$ cat src/rtl/jy_irq_source.sv
// IRQ event conditioning for the J.Y. Company mapper: selects one bus event per cycle
// and registers it as a single irq_tick pulse. PPU A12 rises pass through a low-time filter.
module jy_irq_source #(
  parameter int unsigned A12_LOW_M2 = 3,
  parameter bit          FILTER_EN  = 1'b1
) (
  input  logic        clk,
  input  logic        reset_n,
  input  logic        enable,
  input  logic        ce,
  input  logic        ppu_ce,
  input  logic [13:0] chr_ain_o,
  input  logic        chr_read,
  input  logic        prg_write,
  input  logic [1:0]  irq_mode,
  input  logic        cnt_clear,
  output logic        irq_tick,
  output logic        a12_rise,
  output logic        a12_level,
  output logic [15:0] tick_count,
  output logic [1:0]  a12_state
);

  typedef enum logic [1:0] {
    A12_HIGH     = 2'd0,
    A12_LOW_WAIT = 2'd1,
    A12_ARMED    = 2'd2
  } a12_state_e;

  localparam logic [4:0] LOW_TARGET = 5'(A12_LOW_M2);

  a12_state_e state_q, state_d;
  logic [3:0] low_cnt_q, low_cnt_d;
  logic       sample;
  logic       fsm_rise;
  logic       raw_rise;
  logic       rise_strobe;
  logic       event_sel;
  logic       unused_addr_bits;

  assign sample           = chr_ain_o[12];
  assign unused_addr_bits = ^{chr_ain_o[13], chr_ain_o[11:0]};
  assign a12_state        = state_q;

  // A rise from the ARMED state only; a high sample wins over a completing low count.
  always_comb begin
    state_d   = state_q;
    low_cnt_d = low_cnt_q;
    fsm_rise  = 1'b0;
    if (!enable) begin
      state_d   = A12_HIGH;
      low_cnt_d = 4'd0;
    end else begin
      case (state_q)
        A12_HIGH: begin
          if (ppu_ce && !sample) begin
            state_d   = A12_LOW_WAIT;
            low_cnt_d = 4'd0;
          end
        end
        A12_LOW_WAIT: begin
          if (ppu_ce && sample) begin
            state_d = A12_HIGH;
          end else if (ce) begin
            if (low_cnt_q != 4'hF) low_cnt_d = low_cnt_q + 4'd1;
            if ({1'b0, low_cnt_q} + 5'd1 == LOW_TARGET) state_d = A12_ARMED;
          end
        end
        A12_ARMED: begin
          if (ppu_ce && sample) begin
            state_d  = A12_HIGH;
            fsm_rise = 1'b1;
          end
        end
        default: state_d = A12_HIGH;
      endcase
    end
  end

  assign raw_rise    = enable && ppu_ce && sample && !a12_level;
  assign rise_strobe = FILTER_EN ? fsm_rise : raw_rise;

  always_comb begin
    event_sel = 1'b0;
    case (irq_mode)
      2'b00: event_sel = ce;
      2'b01: event_sel = rise_strobe;
      2'b10: event_sel = ppu_ce && chr_read;
      2'b11: event_sel = ce && prg_write;
      default: event_sel = 1'b0;
    endcase
  end

  always_ff @(posedge clk or negedge reset_n) begin
    if (!reset_n) begin
      state_q    <= A12_HIGH;
      low_cnt_q  <= 4'd0;
      a12_level  <= 1'b0;
      a12_rise   <= 1'b0;
      irq_tick   <= 1'b0;
      tick_count <= 16'd0;
    end else begin
      state_q   <= state_d;
      low_cnt_q <= low_cnt_d;
      if (ppu_ce) a12_level <= sample;
      a12_rise <= rise_strobe;
      irq_tick <= enable && event_sel;
      if (cnt_clear)     tick_count <= 16'd0;
      else if (irq_tick) tick_count <= tick_count + 16'd1;
    end
  end

endmodule

$ cat config.mk
export PLATFORM = sky130hd
export DESIGN_NAME = jy_irq_source
export DESIGN_NICKNAME = d
export VERILOG_FILES = /design/src/rtl/jy_irq_source.sv
export SDC_FILE = /design/constraint.sdc
export NUM_CORES = 1
export LEC_CHECK = 0
export ABC_CLOCK_PERIOD_IN_PS = 2450
export BUFFER_PORTS_ARGS = -buffer_cell sky130_fd_sc_hd__buf_2
export CAP_MARGIN = 20
export CORE_ASPECT_RATIO = 1.75
export CORE_MARGIN = 8
export CORE_UTILIZATION = 45
export CTS_CLUSTER_SIZE = 16
export DETAILED_ROUTE_END_ITERATION = 8
export HOLD_SLACK_MARGIN = 0.02
export PLACE_DENSITY = 0.73
export SYNTH_ARGS = -nofsm -noshare
export SYNTH_HDL_FRONTEND = slang
export SYNTH_SLANG_ARGS = --single-unit
$ cat constraint.sdc
create_clock -name clk -period 2.45 [get_ports clk]
set_clock_uncertainty 0.2 [all_clocks]
set_input_delay 0.3675 -clock clk [delete_from_list [all_inputs] [get_ports clk]]
set_output_delay 0.3675 -clock clk [all_outputs]
set_load 0.05 [all_outputs]
Yosys cells after proc, flatten, opt, wreduce, memory -nomap -nowiden

Index checks and enable logic that the tools add are counted.

Memory bits (read-only): 0
Output and inout port bits: 21
Latch bits: 0
Memory bits (writable): 0
Word-level logic and storage cells: 54
Memories: 0
Flip-flop bits (word level): 25

Add/sub/neg operators: 3
Eq/ne operators: 15
Multiplexer cells: 19
Multiply operators: 0
$lt $le $gt $ge: 0
Divide/modulo/power cells: 0
Shift operators: 0
Bitwise gates (word level): 0
Reduce and logical (&&, ||, !) cells: 11

Operators with widths:

| operator                                                         | count |
|---|---|
| 16-bit two-way mux                                               | 2 |
| 4-bit two-way mux                                                | 5 |
| 16-bit by 1-bit adder with 16-bit output (second input constant) | 1 |
| 3-bit != test (second input constant)                            | 5 |
| 2-bit two-way mux                                                | 6 |
| 4-bit != test (second input constant)                            | 3 |
| 4-bit case mux with 2 select lines                               | 1 |
| 2-bit == test (second input constant)                            | 3 |
| 2-bit case mux with 3 select lines                               | 1 |
| 4-bit by 1-bit adder with 5-bit output (second input constant)   | 1 |
| 5-bit by 2-bit == test with 1-bit output (second input constant) | 1 |
| 1-bit logical AND                                                | 5 |
| 5-bit AND reduction                                              | 1 |
| 4-bit by 1-bit adder with 4-bit output (second input constant)   | 1 |
| 2-bit by 1-bit == test with 1-bit output (second input constant) | 2 |
| 2-bit zero test                                                  | 2 |
| 1-bit case mux with 4 select lines                               | 1 |
| 4-bit AND reduction                                              | 1 |
| 1-bit two-way mux                                                | 3 |
| 3-bit by 1-bit != test with 1-bit output (second input constant) | 1 |
| 2-bit nonzero test                                               | 1 |
| 1-bit zero test                                                  | 1 |

Logic depth before layout (Yosys ltp)

Gate-level depths: netlist of run 1.

Word-level depth: 7
Depth in mapped cells: 5

Worst setup path after synthesis of run 1

Ideal clock, no wire load.

Path type: register -> register
From: reg tick_count[4]
To: reg tick_count[15]
Stages on the path, launching flop included: 5
Slack: 205 ps
Arrival time: 1968 ps
Clock period less this slack: 2245 ps
Data required time: 2172 ps
Setup time: 78 ps
Path buffers: 0
Path through: dfrtp_1 > nand4_4 > or4_4 > or4_1 > a21oi_1

Cells in the longest elaborated chain, start to end: 3

RTL lines:

| element                                  | line | text |
|---|---|---|
| from (decl)                              | 20   | `output logic [15:0] tick_count,` |
| from (signal assigned)                   | 109  | `else if (irq_tick) tick_count <= tick_count + 16'd1;` |
| 16-bit by 1-bit adder with 16-bit output | 109  |  |
| 16-bit two-way mux                       | 109  |  |
| 16-bit two-way mux                       | 108  | `if (cnt_clear) tick_count <= 16'd0;` |

No other way between the ends. The select of a mux whose other input is x is not followed.
A chain may end at the register's enable or synchronous reset.

Worst setup path in the final report of run 1

Same ends and word-level chain as after synthesis.

==> out/qor.txt, run 1 <==
status: finished clean
worst-case reg-to-reg path depth: 4
slew of the pin with the lowest slew margin: 0.549 ns
cell count after synthesis: 139
worst hold path stage count: 2
sequential-to-total area share from yosys stat: 0.475
Resize count post-CTS: 0
CTS tree: done
final setup violation count: 0
antenna-violating nets left: 0
mapped cell area: 0.00132 mm2
Power per Cell Area: 476 mW/mm2
Worst setup SP type: flop
# clock sinks: 25
CTS H-tree depth: 1
worst hold path type: in -> reg
die width: 56.9 um
nets: 201
Distinct cells, synth: 31
Num CTS Buffers: 3
via count: 1168
Peak VDD IR: 0.322 mV
largest net degree at the start of global routing: 26
Clock Latency Late Sink: 0.26 ns
Syn Area/Cell: 9.48 um2
layout cells sized above 1: 0.243
Final Hold Vio Count: 0
final setup margin: 0.414 ns
Die Y: 87.6 um
Worst Path Arrival: 2.03 ns
Routed WL per cell: 15.1 um
crit path capture type: flop
Final Max Slew Viols: 0
via/cell ratio: 5.81
Overflow after GRT: 0
Detail Placement HPWL: 2380 um
R2R Path End: tick_count[15]
YS warnings: 0
Total GRT Usage: 0.124
Worst Setup Path Type: reg -> reg
Site Rows: 26
CTS max path bufs: 2
hold slack: 0.154 ns
Starting Density: 0.460
full die area: 0.00498 mm2
DRC violations left: 0
area grow syn2layout: 18.4%
slowest stage delay, CP: 0.49 ns
FF+latch count, synth: 25
max_cap viols: 0
CORE AREA: 0.00286 mm2
initial antenna violation count: 0
most frequent cells in the layout: buf_2, dfrtp_1, nand2_1, nor2_1
Worst slew margin: 0.634
Setup TNS: 0 ns
PortBufs: 31
GP Congestion: 0.810
critical path fanouts, max: 7
maximum operating frequency: 491 MHz
Data required, critical path: 2.44 ns
vias in the first global route: 1143
RSZ-0062 raised after global routing: no
crit path cell chain: nand4_4 > or4_4 > or4_1 > a21oi_1
Reg clk slew, reported paths: 0.09 ns
# diodes: 0
Root Buffer: clkbuf_8
leak pwr: 0.755 nW
Slowest cell on crit path: dfrtp_1
Hold Path Sink: a12_level
R2R Setup Slk: 0.41 ns
final worst path period share: 0.831
synthesized net count: 166
WL final: 3040 um
# IOs: 45
Min-Delay Startpoint: ppu_ce
Setup WS pre-CTS: 0.419 ns
RR Startpoint: tick_count[4]
final core utilization: 0.545
first-pass GRT wire length: 5060 um
first drt pass iteration count: 5
Iter 0 DRT Violations: 28
Final Critical Period: 2.04 ns
commonest non-fill, non-tap cell in the layout: buf_2
[timing repair]
| action | in CTS | in global routing |
|---|---|---|
| hold buffers | 1 | 0 |
| endpoints found under the hold margin | 25 | 0 |
| setup buffers | 0 | 0 |
[where the power goes]
group | internal (W) | leakage (nW) | total [W] | switching [W]
registers | 0.000419 | 0.345 | 0.000429 | 0.0000105
clock network | 0.000114 | 0.0255 | 0.000238 | 0.000125
logic | 0.0000228 | 0.385 | 0.0000760 | 0.0000532
[cells by family (layout without fill, tap and decap cells)]
kind of cell	Yosys count	in the layout	share of synthesized area
AND/OR/NAND/NOR	66	66	0.274
buffers and inverters	9	43	0.0256
adder cells (fa/ha/maj)	3	3	0.0285
multiplexers	2	2	0.0161
AO/OA/AOI/OAI	24	24	0.115
XOR/XNOR	10	10	0.0665
flip-flops	25	25	0.475
[cell usage after synthesis, drive strengths merged]
library cell / instances / area, um2
dfrtp: 25 / 626
nand2: 14 / 52.6
nor2: 14 / 52.6
a21oi: 8 / 40.0
nand3: 8 / 40.0
nand4: 8 / 65.1
o21ai: 7 / 35.0
inv: 6 / 22.5
xnor2: 6 / 52.6
nor4: 5 / 31.3
or4: 4 / 33.8
xor2: 4 / 35.0
clkbuf: 3 / 11.3
ha: 3 / 37.5
nand2b: 3 / 18.8
o211a: 3 / 30.0
o31ai: 3 / 22.5
or3: 3 / 21.3
nor3: 2 / 10.0
o211ai: 2 / 15.0
a41oi: 1 / 8.76
and2: 1 / 6.26
and4: 1 / 8.76
mux2: 1 / 11.3
mux2i: 1 / 10.0
nand3b: 1 / 7.51
nor2b: 1 / 6.26
or2: 1 / 6.26
[stage by stage]
step	cell area, um2	std cells	power, W
floorplan	1320	139	0.000480
global placement	1500	196	0.000511
detailed placement	1500	196	0.000514
CTS	1560	201	0.000756
global route	1560	201	0.000779
finish	1560	201	0.000743
[per-layer routing]
| metal | global-route usage | up-vias | share of wire |
|---|---|---|---|
| li1 | - | 570 | - |
| met1 | 0.123 | 557 | 0.39 |
| met2 | 0.231 | 35 | 0.54 |
| met3 | 0.0348 | 6 | 0.055 |
| met4 | 0.0515 | 0 | 0.014 |
| met5 | 0 | - | 0 |
[worst max path at each step]
stage	from	end	depth (start not counted)
2_1_floorplan	tick_count[4]	tick_count[15]	4
3_3_place_gp	tick_count[4]	tick_count[15]	4
3_5_place_dp	tick_count[4]	tick_count[15]	4
4_1_cts	tick_count[4]	tick_count[15]	4
5_1_grt	tick_count[4]	tick_count[15]	4
6_report	tick_count[4]	tick_count[15]	4
[area by class of cell]
cell class,count,area (um2)
fillers,268,1300
multi-input cells,105,658
clock buffers,3,41.3
inverters,6,22.5
clock inverters,1,5.00
well taps,28,35.0
repair buffers,33,173
flip-flops and latches,25,626
[registers in the layout (all words and copies together) (netlist names)]
name        count
a12_level       1
irq_tick        1
low_cnt_q       4
a12_rise        1
tick_count     16
a12_state       2
[worst max-delay path, delay by kind of cell, from the launching register on]
family	cells	cell delay (ns)
AOI/OAI and AO/OA	1	0.15
DFF	1	0.49
and+or+nand+nor	3	1.13
No activity file was read; power rests on OpenSTA's default activity.
==> inputs of run 2 (changes only) <==
--- a/config.mk
+++ b/config.mk
@@ -5,7 +5,7 @@
 export SDC_FILE = /design/constraint.sdc
 export NUM_CORES = 1
 export LEC_CHECK = 0
-export ABC_CLOCK_PERIOD_IN_PS = 2450
+export ABC_CLOCK_PERIOD_IN_PS = 1900
 export BUFFER_PORTS_ARGS = -buffer_cell sky130_fd_sc_hd__buf_2
 export CAP_MARGIN = 20
 export CORE_ASPECT_RATIO = 1.75
==> constraint.sdc (replaced) <==
create_clock -name clk -period 1.9 [get_ports clk]
set_clock_uncertainty 0.2 [all_clocks]
set_input_delay 0.285 -clock clk [delete_from_list [all_inputs] [get_ports clk]]
set_output_delay 0.285 -clock clk [all_outputs]
set_load 0.05 [all_outputs]
==> run 2 against run 1 <==
Net effect:
- non-clock buffer count increased by 10
- clock power rose by 31%
- worst hold slack got worse by 0.12 ns
- count of clock-buffer cells in the layout rose by 1
- register-to-register slack worse by 0.35 ns
==> out/qor.txt, run 2 (synthesized netlist as in run 1, its figures left out) <==
status: finished clean
area grow syn2layout: 25.9%
nets: 211 (+5.0%)
max_cap viols: 0 (unchanged)
R2R Path End: tick_count[13]
R2R Setup Slk: 0.06 ns (-0.35 ns)
PortBufs: 31 (unchanged)
RSZ-0062 raised after global routing: yes
post-route cell area: 0.00166 mm2 (+6.3%)
via/cell ratio: 5.89 (+1.4%)
placed instance count: 203 (+3.6%)
initial antenna violation count: 0 (unchanged)
RR Startpoint: tick_count[10]
CTS H-tree depth: 1 (unchanged)
# diodes: 0 (unchanged)
DRC violations left: 0 (unchanged)
crit path capture type: flop
max reg flops: 16 (unchanged)
slew of the pin with the lowest slew margin: 0.566 ns (+0.0164 ns)
CORE AREA: 0.00286 mm2 (unchanged)
Power per Cell Area: 586 mW/mm2 (+23%)
worst-case reg-to-reg path depth: 4 (unchanged)
Peak VDD IR: 0.482 mV (+50%)
Clock Latency Late Sink: 0.26 ns (about the same)
Worst Setup Path Type: reg -> reg
Die Y: 87.6 um (unchanged)
Total GRT Usage: 0.132 (+0.00798)
CTS max path bufs: 2 (unchanged)
Routed WL per cell: 15.6 um (+3.1%)
crit path launch: tick_count[10]
vias in the first global route: 1352 (+18%)
WP buf/inv: 1 (+1)
full die area: 0.00498 mm2 (unchanged)
critical path fanouts, max: 6 (-1)
Worst setup SP type: flop
flip-flop and latch area: 639 um2 (+2.2%)
worst hold path type: in -> reg
Starting Density: 0.460 (unchanged)
Final Hold Vio Count: 0 (unchanged)
first-pass GRT wire length: 5510 um (+8.7%)
largest net degree at the start of global routing: 26 (unchanged)
# clock sinks: 25 (unchanged)
Post-Layout Cell Count: 211 (+5.0%)
first drt pass iteration count: 4 (-1)
cell class contributing the biggest share of worst-path delay: simple AND/OR/NAND/NOR gates
Setup WS pre-CTS: 0.0317 ns (-0.387 ns)
Design Power: 0.000973 W (+31%)
Final Max Slew Viols: 0 (unchanged)
die width: 56.9 um (unchanged)
Worst slew margin: 0.623 (-0.0109)
final worst path period share: 0.967 (+0.136)
Levels on crit path: 4 (unchanged)
Root Buffer: clkbuf_8
Worst Path Arrival: 1.83 ns (-0.20 ns)
Detail Placement HPWL: 2520 um (+5.7%)
Num CTS Buffers: 3 (unchanged)
# IOs: 45 (unchanged)
GP Congestion: 0.821 (+1.3%)
final setup violation count: 0 (unchanged)
crit path cell chain: inv_1 > or4_4 > or4_1 > a21oi_1
via count: 1243 (+6.4%)
Final Critical Period: 1.84 ns (-0.199 ns)
CP endpoint: tick_count[13]
CTS tree: done
Data required, critical path: 1.90 ns (-0.54 ns)
Top reg by flops: tick_count
Post-DP Area: 0.00157 mm2 (+4.7%)
Site Rows: 26 (unchanged)
antenna-violating nets left: 0 (unchanged)
Reg clk slew, reported paths: 0.09 ns (about the same)
final setup margin: 0.0624 ns (-0.351 ns)
Fill cells: 247 (-7.8%)
multi-input logic area: 669 um2 (+1.7%)
commonest non-fill, non-tap cell in the layout: buf_2
final core utilization: 0.580 (+0.0345)
leak pwr: 0.785 nW (+4.0%)
layout cells sized above 1: 0.350 (+0.107)
Slowest cell on crit path: or4_4
Overflow after GRT: 0 (unchanged)
slowest stage delay, CP: 0.57 ns (+0.08 ns)
maximum operating frequency: 544 MHz (+11%)
most frequent cells in the layout: buf_2, nand2_1, nor2_1, dfrtp_1
Iter 0 DRT Violations: 31 (+11%)
WL final: 3290 um (+8.3%)
-- run 2: what timing repair did --
item | CTS | global route
resized for setup | 0 | 2
hold endpoints to repair | 25 | 0
buffers inserted | 0 | 3
hold buffers | 1 | 0
setup endpoints to repair | 0 | 3
-- run 2: how the worst min path moves through the flow --
stage	start	end	slack [ns]	depth (start not counted)
finish	cnt_clear	tick_count[3]	0.03	2
global route	cnt_clear	tick_count[3]	0.04	2
CTS	cnt_clear	tick_count[3]	0.03	2
detailed placement	reset_n	tick_count[13]	0.11	1
global placement	reset_n	tick_count[15]	0.10	1
floorplan	reset_n	a12_level	-0.21	0
-- run 2: cell type report --
type | count | share of cell area
multi-input cells | 105 | 0.403
flip-flops and latches | 25 | 0.385
repair buffers | 43 | 0.149
clock buffers | 4 | 0.0271
well taps | 28 | 0.0211
inverters | 6 | 0.0136
-- run 2: power breakdown --
| part | switching (W) | internal [W] | total, W |
|---|---|---|---|
| clock network | 0.000162 | 0.000150 | 0.000311 |
| logic | 0.0000760 | 0.0000357 | 0.000112 |
| registers | 0.00000894 | 0.000541 | 0.000550 |
| total | 0.000247 | 0.000726 | 0.000973 |
-- run 2: layer usage --
| layer | routed length [um] | GRT usage | part of all wire | vias to the layer above |
|---|---|---|---|---|
| li1 | - | - | - | 590 |
| met1 | 1300 | 0.128 | 0.40 | 597 |
| met2 | 1720 | 0.241 | 0.52 | 48 |
| met3 | 206 | 0.0363 | 0.063 | 8 |
| met4 | 63 | 0.0730 | 0.019 | 0 |
| met5 | 0 | 0 | 0 | - |
-- run 2: metrics by stage --
stage	setup TNS (ns)	hold slack (ns)
final	0	0.0308
after global routing	-0.00328	0.0382
after CTS	0	0.0265
after detailed placement	0	0.111
after global placement	0	0.103
after floorplan	-0.322	-0.211
-- run 2: worst reg2reg max path, cell delays in order (launching register included) --
cell	delay, ns
dfrtp_2	0.40
inv_1	0.05
or4_4	0.57
or4_1	0.42
a21oi_1	0.13
